`config.mk`:
```
export PLATFORM = sky130hd
export DESIGN_NAME = mesh_ingress
export DESIGN_NICKNAME = d
export VERILOG_FILES = /design/src/rtl/mesh_ingress.sv
export SDC_FILE = /design/constraint.sdc
export NUM_CORES = 2
export LEC_CHECK = 0
export CAP_MARGIN = 20
export CORE_MARGIN = 2
export CORE_UTILIZATION = 40
export DETAILED_ROUTE_END_ITERATION = 8
export PLACE_DENSITY = 0.65
export SYNTH_ARGS = -nofsm -noshare
export SYNTH_HDL_FRONTEND = slang
export SYNTH_SLANG_ARGS = --single-unit
```
`constraint.sdc`:
```
create_clock -name clk -period 5.35 [get_ports clk]
set_input_delay 1.605 -clock clk [delete_from_list [all_inputs] [get_ports clk]]
set_output_delay 1.605 -clock clk [all_outputs]
set_load 0.01 [all_outputs]
```
`src/rtl/mesh_ingress.sv`:
```
// mesh_ingress: west-edge ingress for the compute mesh. It delays each row by a programmed skew
// so the mesh sees staggered operands. Define MESH_INGRESS_ZEROPAD_EN to fill empty slots with valid zeros.
module mesh_ingress #(
  parameter  int unsigned ROWS     = 4,
  parameter  int unsigned DATA_W   = 32,
  parameter  int unsigned CONF_W   = 64,
  parameter  int unsigned MAX_SKEW = 8,
  parameter  int unsigned LEN_W    = 16,
  localparam int unsigned SKEW_W   = $clog2(MAX_SKEW)
) (
  input  logic                          clk,
  input  logic                          reset,
  input  logic                          cfg_load,
  input  logic [ROWS-1:0][CONF_W-1:0]   cfg_conf,
  input  logic [ROWS-1:0][SKEW_W-1:0]   cfg_skew,
  input  logic                          start,
  input  logic [LEN_W-1:0]              len,
  input  logic                          flush,
  input  logic                          in_valid,
  output logic                          in_ready,
  input  logic [ROWS-1:0][DATA_W-1:0]   in_data,
  input  logic                          out_ready,
  output logic [ROWS-1:0]               out_valid,
  output logic [ROWS-1:0][DATA_W-1:0]   out_data,
  output logic [ROWS-1:0][CONF_W-1:0]   conf_out,
  output logic                          busy,
  output logic                          done
);

  localparam int unsigned DRAIN_W = SKEW_W + 1;

  typedef enum logic [1:0] {S_IDLE, S_STREAM, S_DRAIN, S_DONE} state_t;

  state_t                                r_state, w_state_nxt;
  logic [LEN_W-1:0]                      r_remain, w_remain_nxt;
  logic [DRAIN_W-1:0]                    r_drain, w_drain_nxt;
  logic [ROWS-1:0][CONF_W-1:0]           r_conf;
  logic [ROWS-1:0][SKEW_W-1:0]           r_skew;
  logic                                  r_done;
  logic [ROWS-1:0][MAX_SKEW-1:0]         r_line_vld;
  logic [ROWS-1:0][MAX_SKEW-1:0][DATA_W-1:0] r_line_data;
  logic [ROWS-1:0]                       r_out_valid;
  logic [ROWS-1:0][DATA_W-1:0]           r_out_data;

  logic                                  w_load_cfg;
  logic                                  w_adv;
  logic                                  w_accept;
  logic [SKEW_W-1:0]                     w_skew_max;
  logic [ROWS-1:0]                       w_tap_vld;
  logic [ROWS-1:0][DATA_W-1:0]           w_tap_data;

  assign in_ready  = (r_state == S_STREAM) && out_ready;
  assign busy      = (r_state != S_IDLE);
  assign done      = r_done;
  assign conf_out  = r_conf;
  assign out_valid = r_out_valid;
  assign out_data  = r_out_data;

  // Deepest programmed skew sets the drain length
  always_comb begin
    w_skew_max = '0;
    for (int r = 0; r < int'(ROWS); r++) begin
      if (r_skew[r] > w_skew_max) w_skew_max = r_skew[r];
    end
  end

  always_comb begin
    w_tap_vld  = '0;
    w_tap_data = '0;
    for (int r = 0; r < int'(ROWS); r++) begin
      w_tap_vld[r]  = r_line_vld[r][r_skew[r]];
      w_tap_data[r] = r_line_data[r][r_skew[r]];
    end
  end

  // Next-state and control strobes
  always_comb begin
    w_state_nxt  = r_state;
    w_remain_nxt = r_remain;
    w_drain_nxt  = r_drain;
    w_load_cfg   = 1'b0;
    w_adv        = 1'b0;
    w_accept     = 1'b0;
    case (r_state)
      S_IDLE: begin
        w_load_cfg = cfg_load;
        if (start) begin
          w_remain_nxt = len;
          w_state_nxt  = (len == '0) ? S_DONE : S_STREAM;
        end
      end
      S_STREAM: begin
        w_adv    = out_ready;
        w_accept = in_valid && out_ready;
        if (w_accept) begin
          if (r_remain == LEN_W'(1)) begin
            w_state_nxt = S_DRAIN;
            // one extra advance lets the deepest row's output stage move past the last beat
            w_drain_nxt = DRAIN_W'(w_skew_max) + DRAIN_W'(1);
          end
          w_remain_nxt = r_remain - LEN_W'(1);
        end
      end
      S_DRAIN: begin
        w_adv = out_ready;
        if (out_ready) begin
          if (r_drain == '0) w_state_nxt = S_DONE;
          else               w_drain_nxt = r_drain - DRAIN_W'(1);
        end
      end
      S_DONE:  w_state_nxt = S_IDLE;
      default: w_state_nxt = S_IDLE;
    endcase
    if (flush) begin
      w_state_nxt = S_IDLE;
      w_load_cfg  = 1'b0;
      w_adv       = 1'b0;
      w_accept    = 1'b0;
    end
  end

  always_ff @(posedge clk or negedge reset) begin
    if (!reset) begin
      r_state  <= S_IDLE;
      r_remain <= '0;
      r_drain  <= '0;
      r_conf   <= '0;
      r_skew   <= '0;
      r_done   <= 1'b0;
    end else begin
      r_state  <= w_state_nxt;
      r_remain <= w_remain_nxt;
      r_drain  <= w_drain_nxt;
      r_done   <= (w_state_nxt == S_DONE);
      if (w_load_cfg) begin
        r_conf <= cfg_conf;
        r_skew <= cfg_skew;
      end
    end
  end

  // Skew lines; emptied in IDLE so a new skew never taps a stale slot
  always_ff @(posedge clk or negedge reset) begin
    if (!reset) begin
      r_line_vld  <= '0;
      r_line_data <= '0;
    end else if (flush || (r_state == S_IDLE)) begin
      r_line_vld <= '0;
    end else if (w_adv) begin
      for (int r = 0; r < int'(ROWS); r++) begin
        r_line_vld[r][0]  <= w_accept;
        r_line_data[r][0] <= in_data[r];
        for (int k = 1; k < int'(MAX_SKEW); k++) begin
          r_line_vld[r][k]  <= r_line_vld[r][k-1];
          r_line_data[r][k] <= r_line_data[r][k-1];
        end
      end
    end
  end

  always_ff @(posedge clk or negedge reset) begin
    if (!reset) begin
      r_out_valid <= '0;
      r_out_data  <= '0;
    end else if (flush) begin
      r_out_valid <= '0;
    end else if (w_adv) begin
      for (int r = 0; r < int'(ROWS); r++) begin
`ifdef MESH_INGRESS_ZEROPAD_EN
        r_out_valid[r] <= 1'b1;
        r_out_data[r]  <= w_tap_vld[r] ? w_tap_data[r] : '0;
`else
        r_out_valid[r] <= w_tap_vld[r];
        if (w_tap_vld[r]) r_out_data[r] <= w_tap_data[r];
`endif
      end
    end else if ((r_state == S_IDLE) || (r_state == S_DONE)) begin
      r_out_valid <= '0;
    end
  end

endmodule

```
==> metrics.txt <==
count of unique library cells instantiated by Yosys between 50 and 60; vias in the first global route ~38000; setup slack at placement between 0.5 and 0.6 ns; portion of total power attributed to sequential cells 0.399; largest net degree at the start of global routing roughly 150; Total Die Area 0.158 mm^2; endpoints failing setup 0; Pwr Total slightly above 40000 uW; top fanout value on the critical path 2; global route overflow 0; slew margin rel. 0.255; Worst Path Class, Setup input port to output pin; maximum count of clock buffers along a single path 3; number of detailed-routing iterations run before antenna repair 6; crit start category input port; row count approximately 140; Worst Tran Pin Value about 1.1 ns; endpoint of the worst hold-timing path out_valid[3]; setup bufs post-CTS 0; count of placed standard cells in the final layout, fillers left out 6974; Slowest Stage Delay on Critical Path about 0.63 ns; part of the Yosys area used for sequential elements 0.587; number of buffers created by CTS between 150 and 200; Root Buffer Master sky130_fd_sc_hd__clkbuf_16; Placeable Area approximately 0.15 mm^2; Hold Buf Count CTS 0; Top FF cell, synth sky130_fd_sc_hd__dfrtp_1; Switching Share 0.315; final hold vios 0; cell type with the largest total area after synthesis sky130_fd_sc_hd__dfrtp_1; cell count along the critical path 3; combined buffer and inverter count along the critical path 2; part of the cycle the worst path needs 0.897; Chip Height around 400 um; proportion of synthesized flip-flops having asynchronous set or reset 1.00; Synth top cells by count sky130_fd_sc_hd__dfrtp_1, sky130_fd_sc_hd__mux2_2, sky130_fd_sc_hd__mux4_2, sky130_fd_sc_hd__nand2_1, sky130_fd_sc_hd__buf_2; portion of total power attributed to the clock network 0.273; share of power burned in combinational logic 0.328; Clock Sinks roughly 1500; IR drop worst, VDD between 0.0003 and 0.0004 V; antenna violation net count after detailed routing 0; main area contributors after synthesis sky130_fd_sc_hd__dfrtp_1, sky130_fd_sc_hd__mux2_2, sky130_fd_sc_hd__mux4_2; sort of element at the end of the critical path output pin; drt via density about 5.2; Max H-tree Level 4; most frequent cell after synthesis sky130_fd_sc_hd__dfrtp_1; worst hold path cell count 1; critical path data required time ~3.7 ns; number of resized instances in the post-cts repair step 0; Yosys warnings 0; leakage 0.0348 uW; initial standard-cell utilization of the core 0.402; latest clock arrival within the worst-skew pair between 0.7 and 0.8 ns; Top Layer Used met5; slowest CP cell sky130_fd_sc_hd__clkdlybuf4s50_1; worst r2r path cells 20; Crit Reg-Reg Endpoint r_drain[1]; arrival time of data at the critical path endpoint 3.19 ns; remaining design rule violation count 0; CTS tree done; GRT Overall Usage 0.210; beginning of the worst register-to-register path r_skew[1]; fillers around 13000; dpl cells roughly 6700; I/O pin cnt ~800; synthesized instance count approximately 4000; starting DRC count in detailed routing a little over 2000; critical hold path startpoint out_valid[3]; count of state elements after synthesis around 1500; largest clock skew in the final design about 0.046 ns; minimum period implied by the final worst setup slack 4.80 ns; met2 routed wirelength 81200 um; chip width a little under 400 um; Critical path origin out_ready; per-cell routed wire length 24.1 um; setup_tns 0 ns; EDFF count, synth 0; syn_nets 4442; wire length on met1 69000 um; net switching component of the power between 10000 and 15000 uW; area share of the largest cell type after synthesis 0.587; Slew Viols, Final 0; CP most frequent cell sky130_fd_sc_hd__clkdlybuf4s50_1; final HPWL from detailed placement 117000 um; internal power 28100 uW; global-route wire length before repair roughly 250000 um; ratio of cells with drive above 1 in the final layout 0.390; final weighted congestion of routability-driven global placement roughly 0.83; path type of the worst min-delay path flop to flop; cell breakdown of the critical path clkdlybuf4s50_1, and2_1, clkdlybuf4s50_1; worst reg2reg setup slack about 0.77 ns; number of violations of the max-capacitance limit 0; Area Growth Syn to Fin 25.8%; Fin Hold WS between 0.4 and 0.5 ns; area used by sequential logic in the layout roughly 0.036 mm^2; number of antenna violations at the first check in global routing 37; final wirelength 168000 um; mean instance size in the synthesized netlist approximately 15 um^2; cell family with most CP delay buffers and inverters; Post-Synthesis Cell Area approximately 0.062 mm^2; post-layout worst setup margin between 0.5 and 0.6 ns; result of the run finished clean; maximum operating frequency about 210 MHz; Post-layout nets 5229; area of the multi-input gates 0.0243 mm^2; register clock-pin slew on the reported worst setup and hold paths 0.06 ns; power density normalized to cell area approximately 530 mW/mm^2; number of vias after detailed routing 36600; sum of met3 wire segment lengths after detailed routing 12000 um; setup repair after global routing missed its margin no; input/output buffers about 800
## metal layers
metal | GRT usage | up-vias
li1 | - | 16300
met1 | 0.269 | 19100
met2 | 0.338 | 884
met3 | 0.0618 | 258
met4 | 0.0761 | 14
met5 | 0 | -
## worst max path at each step
stage                       endpoint  slack [ns]
after floorplan           r_drain[1]        0.54
after global placement      in_ready        0.54
after detailed placement    in_ready        0.52
after CTS                   in_ready        0.52
after global routing      r_drain[1]        0.35
final                       in_ready        0.55
## cell families after synthesis
group / share of synthesized area
adders and majority gates: 0.00343
xor gates and xnor gates: 0.000141
muxes: 0.338
AOI/OAI and AO/OA: 0.0211
buffers and inverters: 0.0212
and+or+nand+nor: 0.0288
DFF: 0.587
## sequential cells by signal, summed over array words and instances, names as in the netlist
name and count:
r_line_data 1024, conf_out 256, out_data 128, r_remain 16
r_skew 12, r_line_vld 8, out_valid 4, r_drain 4
r_state 2, done 1
## cell usage in the layout, fill, tap and decap left out, types with 3 or more instances in the layout
master                            netlist  final
sky130_fd_sc_hd__diode_2                0     18
sky130_fd_sc_hd__clkinv_1               4      4
sky130_fd_sc_hd__clkinv_16              0      4
sky130_fd_sc_hd__mux2_2              1293   1293
sky130_fd_sc_hd__inv_6                  0      3
sky130_fd_sc_hd__dfrtp_4                0      7
sky130_fd_sc_hd__inv_1                 16     16
sky130_fd_sc_hd__clkdlybuf4s50_1        0    808
sky130_fd_sc_hd__mux2i_1               45     45
sky130_fd_sc_hd__a22oi_1                3      3
sky130_fd_sc_hd__a31oi_1               96     96
sky130_fd_sc_hd__a21o_1                 6      6
sky130_fd_sc_hd__nand3_1                6      6
sky130_fd_sc_hd__nand4_1                3      3
sky130_fd_sc_hd__o22ai_1               11     11
sky130_fd_sc_hd__inv_16                 0      3
sky130_fd_sc_hd__nor2_1               143    142
sky130_fd_sc_hd__nor4_1                 6      6
sky130_fd_sc_hd__nand2_1              229    229
sky130_fd_sc_hd__a22o_1                 7      7
sky130_fd_sc_hd__o21ai_0               12     12
sky130_fd_sc_hd__mux4_2               264    264
sky130_fd_sc_hd__a21oi_4                0      3
sky130_fd_sc_hd__dfrtp_1             1455   1446
sky130_fd_sc_hd__buf_4                  1     54
sky130_fd_sc_hd__clkbuf_8               0     33
sky130_fd_sc_hd__or3_1                  3      3
sky130_fd_sc_hd__ha_1                  17     17
sky130_fd_sc_hd__and2_1                 3      3
sky130_fd_sc_hd__clkinvlp_4             0      5
sky130_fd_sc_hd__clkbuf_1              59     35
sky130_fd_sc_hd__clkbuf_16              0    162
sky130_fd_sc_hd__nand3b_1               5      5
sky130_fd_sc_hd__buf_12                 0     31
sky130_fd_sc_hd__clkinv_2               0     21
sky130_fd_sc_hd__a21oi_1               66     62
sky130_fd_sc_hd__nor3_1                 8      8
sky130_fd_sc_hd__bufinv_16              0     12
## area by class of cell
type / count / share of cell area
diodes: 18 / 0.000577
clock buffers: 230 / 0.0595
clock inverters: 51 / 0.00962
inverters: 20 / 0.000962
multi-input cells: 2261 / 0.312
flip-flops and latches: 1455 / 0.467
well taps: 2044 / 0.0328
repair buffers: 895 / 0.118
## power by group through the flow
stage / registers, uW / clock network [uW] / logic (uW)
6_report: 16400 / 11200 / 13400
2_1_floorplan: 16100 / 0 / 8210
3_3_place_gp: 16400 / 0 / 13400
3_5_place_dp: 16500 / 0 / 13600
5_1_grt: 16800 / 12000 / 14500
4_1_cts: 16400 / 11500 / 13700
## metrics by stage
| step | util | cell area [um^2] |
|---|---|---|
| after global routing | 0.506 | 78000 |
| after CTS | 0.506 | 77900 |
| after detailed placement | 0.471 | 72500 |
| after floorplan | - | 62000 |
| after global placement | 0.471 | 72500 |
| final | 0.506 | 78000 |
No activity file was read; power rests on OpenSTA's default activity.
